`src/rtl/dma_pkg.sv`:
```
// dma_pkg: shared types and constants for the DMA peripheral responder.
package dma_pkg;
  localparam int DMA_DATA_W = 8;
  typedef enum logic [2:0] {IDLE, ARM, REQ, XFER, DONE, HALT} dma_resp_state_e;
  typedef enum logic {DIR_IN = 1'b0, DIR_OUT = 1'b1} dma_dir_e;
  typedef enum logic {MODE_SINGLE = 1'b0, MODE_DEMAND = 1'b1} dma_mode_e;
endpackage

```
`src/rtl/dma_sync_fifo.sv`:
```
// dma_sync_fifo: single-clock FIFO with first-word-fall-through head.
module dma_sync_fifo #(
  parameter int DATA_W = 8,
  parameter int DEPTH  = 16
) (
  input  logic              CLK,
  input  logic              RESET_N,
  input  logic              push,
  input  logic [DATA_W-1:0] pushData,
  input  logic              pop,
  output logic [DATA_W-1:0] head,
  output logic              full,
  output logic              empty
);
  localparam int AW = $clog2(DEPTH);
  logic [DATA_W-1:0] mem [DEPTH];
  logic [AW-1:0] wrPtr, rdPtr;
  logic [AW:0] count;
  logic doPush, doPop;
  assign full   = count == (AW+1)'(DEPTH);
  assign empty  = count == '0;
  assign doPop  = pop && !empty;
  assign doPush = push && (!full || doPop);
  assign head   = mem[rdPtr];
  always_ff @(posedge CLK or negedge RESET_N) begin
    if (!RESET_N) begin
      wrPtr <= '0;
      rdPtr <= '0;
      count <= '0;
    end else begin
      if (doPush) wrPtr <= wrPtr + AW'(1);
      if (doPop) rdPtr <= rdPtr + AW'(1);
      count <= count + (AW+1)'(doPush) - (AW+1)'(doPop);
    end
  end
  always_ff @(posedge CLK) begin
    if (doPush) mem[wrPtr] <= pushData;
  end
endmodule

```
`src/rtl/dma_peripheral_responder.sv`:
```
// dma_peripheral_responder: device end of the 8237A DREQ/DACK handshake,
// serving IOR_N/IOW_N strobes from an internal FIFO.
module dma_peripheral_responder
  import dma_pkg::*;
#(
  parameter int DATA_W = DMA_DATA_W,
  parameter int DEPTH  = 16,
  parameter int CNT_W  = 16
) (
  input  logic              CLK,
  input  logic              RESET_N,
  input  logic              EN,
  input  logic              DIR,
  input  logic              DEMAND,
  input  logic [CNT_W-1:0]  XFER_CNT,
  output logic              DREQ,
  input  logic              DACK,
  input  logic              IOR_N,
  input  logic              IOW_N,
  input  logic              EOP_N_IN,
  output logic              EOP_N_OUT,
  input  logic [DATA_W-1:0] DB_IN,
  output logic [DATA_W-1:0] DB_OUT,
  output logic              DB_OE,
  input  logic              PUSH_VLD,
  input  logic [DATA_W-1:0] PUSH_DATA,
  output logic              PUSH_RDY,
  output logic              POP_VLD,
  output logic [DATA_W-1:0] POP_DATA,
  input  logic              POP_RDY,
  output logic              DONE,
  output logic              OVR,
  output logic              UNR
);
  dma_resp_state_e state;
  logic [CNT_W:0] cnt, cntNext;
  logic [DATA_W-1:0] capData, head;
  logic enPrev, iorSeen, iowSeen, dirOut, demand, busy, inXfer, running;
  logic iorActive, iowActive, iorRise, iowRise, strobeDone;
  logic full, empty, ready, eopIn, localPop, fifoPush, fifoPop;
  assign dirOut  = dma_dir_e'(DIR) == DIR_OUT;
  assign demand  = dma_mode_e'(DEMAND) == MODE_DEMAND;
  assign busy    = state != IDLE;
  assign inXfer  = state == XFER;
  assign running = state inside {ARM, REQ, XFER};
  // A strobe that began in XFER is seen through to its rising edge even if EOP ends the transfer meanwhile.
  assign iorActive  = !IOR_N && DACK && !dirOut && busy && (inXfer || iorSeen);
  assign iowActive  = !IOW_N && DACK && dirOut && busy && (inXfer || iowSeen);
  assign iorRise    = busy && iorSeen && IOR_N;
  assign iowRise    = busy && iowSeen && IOW_N;
  assign strobeDone = iorRise || iowRise;
  assign cntNext    = (strobeDone && cnt != '0) ? cnt - (CNT_W+1)'(1) : cnt;
  assign ready      = dirOut ? !full : !empty;
  assign eopIn      = !EOP_N_IN && DACK;
  assign localPop   = POP_VLD && POP_RDY;
  assign fifoPush   = dirOut ? iowRise && (!full || localPop) : PUSH_VLD && PUSH_RDY;
  assign fifoPop    = dirOut ? localPop : iorRise && !empty;
  assign DREQ      = EN && (state == REQ || inXfer);
  assign DB_OE     = iorActive;
  assign DB_OUT    = !iorActive ? '0 : empty ? '1 : head;
  assign EOP_N_OUT = !((iorActive || iowActive) && cnt == (CNT_W+1)'(1));
  assign DONE      = state == dma_pkg::DONE;
  assign PUSH_RDY  = !dirOut && !full;
  assign POP_VLD   = dirOut && !empty;
  assign POP_DATA  = head;
  dma_sync_fifo #(.DATA_W(DATA_W), .DEPTH(DEPTH)) fifo (
    .CLK     (CLK),
    .RESET_N (RESET_N),
    .push    (fifoPush),
    .pushData(dirOut ? capData : PUSH_DATA),
    .pop     (fifoPop),
    .head    (head),
    .full    (full),
    .empty   (empty)
  );
  always_ff @(posedge CLK or negedge RESET_N) begin
    if (!RESET_N) begin
      state   <= IDLE;
      cnt     <= '0;
      enPrev  <= 1'b0;
      iorSeen <= 1'b0;
      iowSeen <= 1'b0;
      capData <= '0;
      OVR     <= 1'b0;
      UNR     <= 1'b0;
    end else begin
      enPrev  <= EN;
      iorSeen <= iorActive;
      iowSeen <= iowActive;
      cnt     <= cntNext;
      if (iowActive) capData <= DB_IN;
      if (enPrev && !EN) begin
        OVR <= 1'b0;
        UNR <= 1'b0;
      end else begin
        if (iowRise && full && !localPop) OVR <= 1'b1;
        if (iorRise && empty) UNR <= 1'b1;
      end
      if (!EN) state <= IDLE;
      else if (running && (eopIn || cntNext == '0)) state <= dma_pkg::DONE;
      else begin
        case (state)
          IDLE: if (!enPrev) begin
            state <= ARM;
            cnt   <= {XFER_CNT == '0, XFER_CNT};
          end
          ARM:  if (ready) state <= REQ;
          REQ:  if (DACK) state <= XFER;
          XFER: if (strobeDone && (!demand || !ready)) state <= ARM;
          dma_pkg::DONE: state <= HALT;
          default: ;
        endcase
      end
    end
  end
endmodule

```
`config.mk`:
```
export PLATFORM = sky130hd
export DESIGN_NAME = dma_peripheral_responder
export DESIGN_NICKNAME = d
export VERILOG_FILES = /design/src/rtl/dma_pkg.sv /design/src/rtl/dma_sync_fifo.sv /design/src/rtl/dma_peripheral_responder.sv
export SDC_FILE = /design/constraint.sdc
export NUM_CORES = 1
export LEC_CHECK = 0
export BUFFER_PORTS_ARGS = -buffer_cell sky130_fd_sc_hd__buf_2
export CAP_MARGIN = 10
export CORE_ASPECT_RATIO = 0.9
export CORE_UTILIZATION = 40
export DETAILED_ROUTE_END_ITERATION = 10
export PLACE_DENSITY = 0.67
export SLEW_MARGIN = 40
export SYNTH_ARGS = -nofsm -noshare
export SYNTH_HDL_FRONTEND = slang
export SYNTH_SLANG_ARGS = --single-unit
```
`constraint.sdc`:
```
create_clock -name CLK -period 6.6 [get_ports CLK]
set_clock_uncertainty 0.05 [all_clocks]
set_input_delay 0.66 -clock CLK [delete_from_list [all_inputs] [get_ports CLK]]
set_output_delay 0.66 -clock CLK [all_outputs]
set_load 0.005 [all_outputs]
```
==> impl_results.md, run 1 <==
- CORE AREA: 0.0186 sq mm
- FF-to-FF path depth: 9
- Setup TNS: 0 ns
- Syn avg cell area: 14.7 sq um
- Clock transition at path regs: 0.06 ns
- CTS tree: done
- Synthesized area: 0.00771 sq mm
- Fin area: 0.00892 sq mm
- Die H: 134 um
- PD cells: between 400 and 500 mW/mm^2
- Critical Path AT: 3.00 ns
- DR vias: 4655
- Worst slew margin: 0.474
- Crit Path Class: reg2out
- Grt ovf: 0
- Total global routing track utilization: 0.188
- Final period utilization: 0.562
- Crit path launch type: flop
- Hold-fix buffers, CTS: 0
- Outcome: completed
- Site Rows: 47
- Starting DRT DRC Count: roughly 380
- Area growth, synth to finish: 15.7%
- Post-CTS Setup Inserts: 0
- Initial antenna violation count: 0
- Unique masters post-synth: about 50
- Top cell type's share of synthesized area: 0.499
- Die area: 0.0198 sq mm
- WL/cell: 20.4 um
- Post-route antenna net violation count: 0
- R2r setup slk: 3.35 ns
- Clock tree sinks: 174
- Max-slew violations: 0
- Fmax: 269 MHz
- RSZ-0062 raised after global routing: false
- Synth warn: 0
- Total length of routed met3 wires: 1020 um
- H-tree depth: 4
- Share of cells above drive strength 1: 0.276
- Largest net degree at the start of global routing: 47
- Top layer used by detailed routing: met4
- Worst-Skew Late Latency: 0.43 ns
- Max-cap violations: 0
- First-pass GRT wire length: 27000 um
- Req. time, crit path: 5.89 ns
- CP max FO: 21
- Diodes inserted: 0
- R2r endpoint: state[0]$_DFFE_PN0P_
- Top_reg_cell synth: edfxtp_1
- Area leader, netlist: edfxtp_1
- WL met1: 7470 um
- Ports: 67
- Top cells by area, synth: edfxtp_1 50%, dfrtp_1 15%, mux4_2 12%, nor2_1 3.0%, ha_1 2.3%
- Syn_nets: 582
- Met2 routed WL: 8360 um
- Synth Register Bits: roughly 170
- Slew @ Worst Pin: 0.787 ns
- Tmin final: 3.71 ns
- Maximum clock path buffer count: 2
- Routability Congestion: 0.932
- Pwr Total: 3.61 mW
- Setup crit end kind: output pin
- DRC viols: 0
- TritonCTS buffer count: 17
- Post-synth EDFFs: 128
- Worst R2R Start: cnt[0]$_DFF_PN0_
- Vias in the first global route: about 4600
- Maximum VDD drop: 232 uV
- Clock tree root driver cell: clkbuf_16
- Post-CTS sizing: 0
- Nets: 648
- Post-synthesis sequential area ratio: 0.648
- Die width: 148 um
- Routed wire length: 17300 um
- Initial DRT Pass Iterations: 5
- Fin. Hold Viols: 0
- Lkg Pwr: approximately 3.3 nW
- DR vias/cell: approximately 5.5
- Placed Area: between 0.008 and 0.009 sq mm
- DP Wirelength: 11600 um
- Setup violators final: 0
- Buffers on Ports: 66
- Synth Instances: 524
- Ys async rst share: 0.264
- Starting Density: 0.413
- HP Class: in2async
## cell families (layout without fill, tap and decap cells)
| family | count (synthesis) | in the layout | synth area share |
|---|---|---|---|
| AOI/OAI and AO/OA | 47 | 47 | 0.0393 |
| and+or+nand+nor | 168 | 168 | 0.104 |
| DFF | 174 | 174 | 0.648 |
| xor gates and xnor gates | 27 | 27 | 0.0307 |
| adders and majority gates | 15 | 15 | 0.0253 |
| buffers and inverters | 43 | 120 | 0.0216 |
| muxes | 50 | 50 | 0.131 |
## cells in the final DEF, fill, tap and decap left out, drive strengths merged, types with 3 or more instances in the layout
master / instances
a21oi: 20
nand3: 7
ha: 14
xor2: 13
dfrtp: 46
nand2: 43
bufinv: 3
nand2b: 3
inv: 21
clkbuf: 18
edfxtp: 128
buf: 73
nor4: 7
o211ai: 3
o21ai: 6
xnor2: 14
nor2b: 3
nor2: 62
and3: 3
nand4: 5
mux2: 9
mux4: 40
or4: 8
nor3: 13
or3: 3
clkinv: 3
## registers in the layout, indices dropped and copies added (netlist names), 3 cells and up
register / count
fifo.wrPtr: 4
fifo.count: 5
cnt: 17
state: 3
fifo.rdPtr: 4
fifo.mem: 128
capData: 8
## worst max-delay path, cell delays in order, from the launching register on
cell     delay (ns)
dfrtp_2        0.67
buf_4          0.49
mux4_2         0.57
mux4_2         0.52
nor2_1         0.11
nor2_1         0.05
buf_2          0.15
## how the worst max path moves through the flow
stage / startpoint / to / cells after the start
2_1_floorplan: fifo.rdPtr[0]$_DFFE_PN0P_ / DB_OUT[0] / 6
3_3_place_gp: fifo.count[3]$_DFF_PN0_ / fifo.count[4]$_DFF_PN0_ / 15
3_5_place_dp: fifo.rdPtr[0]$_DFFE_PN0P_ / DB_OUT[5] / 6
4_1_cts: fifo.rdPtr[0]$_DFFE_PN0P_ / DB_OUT[5] / 6
5_1_grt: fifo.rdPtr[0]$_DFFE_PN0P_ / DB_OUT[1] / 6
6_report: fifo.rdPtr[0]$_DFFE_PN0P_ / DB_OUT[7] / 6
## cells in the mapped netlist (3+ instances only)
| library cell | n |
|---|---|
| a21oi_1 | 20 |
| and3_1 | 3 |
| buf_1 | 6 |
| buf_2 | 4 |
| clkbuf_1 | 16 |
| dfrtp_1 | 46 |
| edfxtp_1 | 128 |
| ha_1 | 14 |
| inv_1 | 16 |
| mux2_2 | 9 |
| mux4_2 | 40 |
| nand2_1 | 43 |
| nand2b_1 | 3 |
| nand3_1 | 7 |
| nand4_1 | 5 |
| nor2_1 | 62 |
| nor2b_1 | 3 |
| nor3_1 | 13 |
| nor4_1 | 7 |
| o211ai_1 | 3 |
| o21ai_0 | 5 |
| or3_1 | 3 |
| or4_1 | 8 |
| xnor2_1 | 14 |
| xor2_1 | 13 |
## metrics by stage
step	hold slack (ns)	utilization	setup slack, ns	cells
after global routing	0.235	0.478	2.70	846
final	0.194	0.478	2.89	846
after global placement	0.404	0.444	2.97	814
after CTS	0.207	0.478	2.81	846
after detailed placement	0.410	0.446	3.28	816
after floorplan	0.314	-	3.50	524
## power breakdown
| group | internal (mW) | leakage (nW) | switching [mW] |
|---|---|---|---|
| clock network | 0.596 | 0.283 | 0.427 |
| logic | 0.507 | 1.25 | 0.471 |
| registers | 1.36 | 1.73 | 0.248 |
| total | 2.47 | 3.26 | 1.15 |
## layout make-up
type                            instances  area [sq um]
Clock inverter                         12           160
Sequential cell                       174          5000
Fill cell                            1561          9730
Timing Repair Buffer                   73           385
Clock buffer                           18           429
Multi-Input combinational cell        307          2570
Inverter                               17          63.8
Tap cell                              245           307
## routing by layer
metal  track usage  vias up
met3        0.0432       24
met1         0.249     2341
met2         0.298      175
li1              -     2115
met5             0        -
met4        0.0767        0
Note: power is estimated with default switching activity, not from simulation.
==> inputs of run 2 (changes only) <==
- clock period: 6.6 -> 3.9 ns (I/O delays scaled with it)
==> impl_results.md, run 2 (synthesis results as in run 1) <==
- First-pass GRT wire length: 25400 um
- Max FFs per register: 128
- Share of cells above drive strength 1: 0.273
- Nets: 656
- Area growth, synth to finish: 16.0%
- Post-CTS sizing: 0
- Starting DRT DRC Count: 385
- Setup TNS: 0 ns
- RSZ-0062 raised after global routing: false
- Routability Congestion: 0.931
- Critical Path AT: 3.50 ns
- Maximum VDD drop: 307 uV
- DRC viols: 0
- Most frequent cells in the layout: 128 x edfxtp_1, 66 x buf_2, 60 x nor2_1, 45 x dfrtp_1, 43 x nand2_1
- DP Wirelength: between 10000 and 15000 um
- Setup violators final: 0
- Site Rows: 47
- Max-slew violations: 0
- Maximum clock path buffer count: 2
- Largest net degree at the start of global routing: 36
- CORE AREA: 0.0186 sq mm
- Biggest register: fifo.mem
- PD cells: 673 mW/mm^2
- Initial DRT Pass Iterations: 4
- Worst-Skew Late Latency: 0.44 ns
- DR vias: between 4000 and 5000
- CTS tree: done
- Die width: around 150 um
- HP Class: in2reg
- Outcome: completed
- Final period utilization: 0.827
- Final setup margin: between 0.6 and 0.7 ns
- Routed wire length: 16100 um
- Req. time, crit path: 4.18 ns
- Die area: ~0.02 sq mm
- Clock tree root driver cell: clkbuf_16
- CP max FO: 9
- Diodes inserted: 0
- Ports: 67
- Slew @ Worst Pin: roughly 0.76 ns
- Max-cap violations: 0
- Worst slew margin: 0.492
- Total global routing track utilization: 0.174
- Starting Density: 0.413
- Initial antenna violation count: 0
- Largest registers: fifo.mem: 128 flops, cnt: 17 flops, capData: 8 flops
- DR vias/cell: 5.33
- WL/cell: roughly 19 um
- Buffers on Ports: 66
- Die H: 134 um
- H-tree depth: 4
- Most common cell after layout, fill and taps aside: edfxtp_1
- Clock tree sinks: between 150 and 200
- Vias in the first global route: around 4600
- Crit Path Class: reg2reg
- Fmax: 310 MHz
- Post-route antenna net violation count: 0
- Lkg Pwr: ~3.3 nW
- Setup crit end kind: flop
- Clock transition at path regs: 0.07 ns
- Grt ovf: 0
- R2r setup slk: 0.68 ns
- TritonCTS buffer count: 17
- Fin. Hold Viols: 0
- Setup WS pre-CTS: 0.730 ns
- Tmin final: 3.22 ns
- Crit path launch type: flop
run 2: changes by cell type in the layout (fill, tap and decap cells not counted), moves of 3 or more:
cell       change
buf_4          +6
bufinv_16      -3
inv_8          +4
nor2_1         +8
nor2_2         -8
run 2: metrics by stage:
stage	hold slack, ns	power (mW)	cells	cell area (sq um)	utilization
finish	0.0924	6.02	856	8940	0.479
floorplan	0.0444	3.87	524	7710	-
detailed placement	0.328	4.43	823	8350	0.448
global route	0.0816	6.34	856	8940	0.479
global placement	0.320	4.36	823	8350	0.448
CTS	0.0783	6.07	856	8930	0.479
run 2: layout make-up:
| cell class | instances | area [sq um] |
|---|---|---|
| clock inverters | 15 | 149 |
| clock buffers | 17 | 425 |
| inverters | 17 | 63.8 |
| fillers | 1563 | 9700 |
| flip-flops and latches | 174 | 5000 |
| repair buffers | 81 | 445 |
| multi-input cells | 307 | 2550 |
| well taps | 245 | 307 |
run 2: power by group:
part           switching [mW]  total (mW)  internal, mW  leakage (nW)
registers               0.296        2.60          2.31          1.73
clock network           0.782        1.63         0.850         0.281
logic                   0.909        1.78         0.874          1.29
run 2: worst max-delay path: stages, from the launching register on:
cell and delay [ns]:
dfrtp_1 0.43, inv_1 0.14, ha_1 0.15, or4b_4 0.46
or4_1 0.69, nand4b_1 0.18, xor2_1 0.22, o2111ai_1 0.17
o32a_1 0.39, o211a_1 0.22
run 2: timing repair:
action,CTS,global route
endpoints found under the hold margin,19,0
setup endpoints to repair,0,0
hold buffers,1,0
buffers inserted,0,0
run 2: path summary, 6_finish.rpt:
| check | startpoint | end | cells past startpoint |
|---|---|---|---|
| setup / recovery | cnt[0]$_DFF_PN0_ | state[1]$_DFFE_PN0P_ | 9 |
| hold / removal | DB_IN[2] | capData[2]$_DFFE_PN0P_ | 3 |
| setup reg to reg | cnt[0]$_DFF_PN0_ | state[1]$_DFFE_PN0P_ | 9 |
| hold reg to reg | capData[1]$_DFFE_PN0P_ | capData[1]$_DFFE_PN0P_ | 2 |
| max in group asynchronous | RESET_N | fifo.rdPtr[0]$_DFFE_PN0P_ | 3 |
| min in group asynchronous | RESET_N | OVR$_DFFE_PN0P_ | 2 |
run 2: metal layers:
metal	global-route usage	routed length (um)
met5	0	0
met4	0.0653	285
met3	0.0418	751
met2	0.282	7940
met1	0.228	7090
==> inputs of run 3 (changes only) <==
- ABC_AREA: not set -> 1
- PLACE_DENSITY: 0.67 -> 0.69
- clock period: 3.9 -> 2.8 ns (I/O delays scaled with it)
==> impl_results.md, run 3 <==
- TritonCTS buffer count: 17
- DRC viols: 0
- Die H: 138 um
- Outcome: completed
- Hold Path Stages: 3
- Worst-path cell chain: inv_2, nand2_1, nor2_1, or2_2, nand3_1, clkinvlp_4, o2111ai_1, buf_2
- Critical Path AT: 2.30 ns
- Clock tree root driver cell: clkbuf_16
- Unique masters post-synth: 39
- Req. time, crit path: 2.47 ns
- RSZ-0062 raised after global routing: true
- Max FFs per register: 128
- Area growth, synth to finish: 17.8%
- Die width: between 150 and 200 um
- Slew @ Worst Pin: 0.694 ns
- Worst slew margin: 0.536
- Synth Instances: 811
- Largest net degree at the start of global routing: 42
- Max-slew violations: 0
- Synth Register Bits: 174
- Post-synth EDFFs: 128
- Lkg Pwr: 4.27 nW
- Initial DRT Pass Iterations: 5
- DR vias: 5943
- Ports: 67
- Crit Path Class: reg2out
- Maximum VDD drop: 489 uV
- Largest registers: fifo.mem: 128 flops, cnt: 17 flops, capData: 8 flops
- Diodes inserted: 0
- Maximum clock path buffer count: 2
- Clock transition at path regs: 0.07 ns
- Vias in the first global route: 5534
- CORE AREA: 0.0201 sq mm
- Area leader, netlist: edfxtp_1
- Most frequent cells in the layout: 176 x nand2_1, 128 x edfxtp_1, 93 x inv_1, 68 x o21ai_0, 65 x buf_2
- # fillers: 1806
- Final setup margin: 0.172 ns
- HP Class: in2reg
- CTS tree: done
- Final period utilization: 0.939
- Synth top cells by count: 176 x nand2_1, 128 x edfxtp_1, 93 x inv_1, 69 x o21ai_0, 54 x nor2_1
- Setup crit end kind: output pin
- Grt ovf: 0
- Post-synthesis sequential area ratio: 0.604
- Initial antenna violation count: 0
- Worst-Skew Late Latency: 0.43 ns
- Setup violators final: 0
- Fin. Hold Viols: 0
- FF-to-FF path depth: 14
- Biggest register: fifo.mem
- Starting DRT DRC Count: 307
- Synthesized area: 0.00827 sq mm
- Clock tree sinks: 174
- Crit path largest cell delay: 0.43 ns
- Most common cell in the synthesized netlist: nand2_1
- Starting Density: 0.411
- Crit path launch type: flop
- Total global routing track utilization: 0.183
- Synth warn: 0
- Fmax: 381 MHz
- Top cells by area, synth: edfxtp_1 47%, dfrtp_1 14%, nand2_1 8.0%, inv_1 4.2%, o21ai_0 4.2%
- Total area of sequential cells: roughly 0.005 sq mm
- Slowest CP cell: dfrtp_1
- DP Wirelength: 12600 um
- Die area: 0.0212 sq mm
- CP max FO: 10
- Top_reg_cell synth: edfxtp_1
- Syn_nets: 869
- Fin Hold WS: approximately 0.033 ns
- PD cells: 939 mW/mm^2
- Share of cells above drive strength 1: 0.162
- Tmin final: 2.63 ns
- DR vias/cell: 5.07
- Buffers on Ports: 66
- Top cell type's share of synthesized area: 0.465
- Multi-input logic area: 0.00276 sq mm
- Routed wire length: 18600 um
- Routability Congestion: roughly 0.87
- Nets: 963
- Max-cap violations: 0
- WL/cell: 15.8 um
- Most common cell after layout, fill and taps aside: nand2_1
- First-pass GRT wire length: 29300 um
- Setup WS pre-CTS: ~0.19 ns
- Ys async rst share: 0.264
- H-tree depth: 4
- Site Rows: 49
- Syn avg cell area: 10.2 sq um
- Post-route antenna net violation count: 0
- Final core utilization: 0.484
## run 3: logic make-up (layout without fill, tap and decap cells)
logic type	count (synthesis)	in the layout	share of synthesized area
flops	174	174	0.604
mux	32	32	0.0388
compound gates	153	153	0.106
simple gates	290	290	0.148
buf+inv	130	237	0.0618
xor+xnor	17	17	0.0180
fa+ha+maj	15	15	0.0236
## run 3: layer usage
metal	vias up	track usage	wire [um]
li1	2958	-	-
met3	22	0.0382	839
met1	2820	0.250	8610
met4	0	0.0579	263
met5	-	0	0
met2	143	0.293	8840
## run 3: path summary, 6_finish.rpt
path,from,to,slack (ns)
hold / removal,XFER_CNT[13],cnt[13]$_DFF_PN0_,0.03
min in group asynchronous,RESET_N,cnt[7]$_DFF_PN0_,0.33
setup reg to reg,fifo.count[3]$_DFF_PN0_,fifo.count[4]$_DFF_PN0_,0.25
setup / recovery,state[2]$_DFFE_PN0P_,EOP_N_OUT,0.17
hold reg to reg,capData[4]$_DFFE_PN0P_,capData[4]$_DFFE_PN0P_,0.43
max in group asynchronous,RESET_N,cnt[8]$_DFF_PN0_,1.87
## run 3: metrics by stage
step / TNS [ns] / instance area, sq um / instances / power, mW
after detailed placement: 0 / 9040 / 1132 / 6.74
after global placement: 0 / 9040 / 1132 / 6.68
final: 0 / 9740 / 1173 / 9.14
after CTS: 0 / 9720 / 1172 / 9.17
after global routing: -0.0117 / 9740 / 1173 / 9.73
after floorplan: 0 / 8270 / 811 / 5.72
## run 3: worst max-delay path, delay by kind of cell (launching register included)
kind | cells | cell delay (ns)
buffers and inverters | 3 | 0.51
AOI/OAI and AO/OA | 1 | 0.34
DFF | 1 | 0.43
and+or+nand+nor | 4 | 0.60
## run 3: where the power goes
part | internal [mW] | switching, mW | leakage [nW] | total, mW
clock network | 1.35 | 1.03 | 0.297 | 2.37
registers | 3.20 | 0.328 | 1.75 | 3.53
logic | 1.22 | 2.02 | 2.23 | 3.24
## run 3: repair_timing
item                                    in CTS  in global routing
endpoints found under the setup margin       1                  4
buffers inserted                             1                  1
hold buffers                                 7                  0
endpoints found under the hold margin       46                  0
gates resized for setup                      0                  2
## run 3: cell type report
type                            count  share of cell area
Sequential cell                   174               0.513
Multi-Input combinational cell    507               0.283
Timing Repair Buffer              105              0.0700
Clock buffer                       17              0.0437
Inverter                          100              0.0392
Tap cell                          255              0.0328
Clock inverter                     15              0.0177
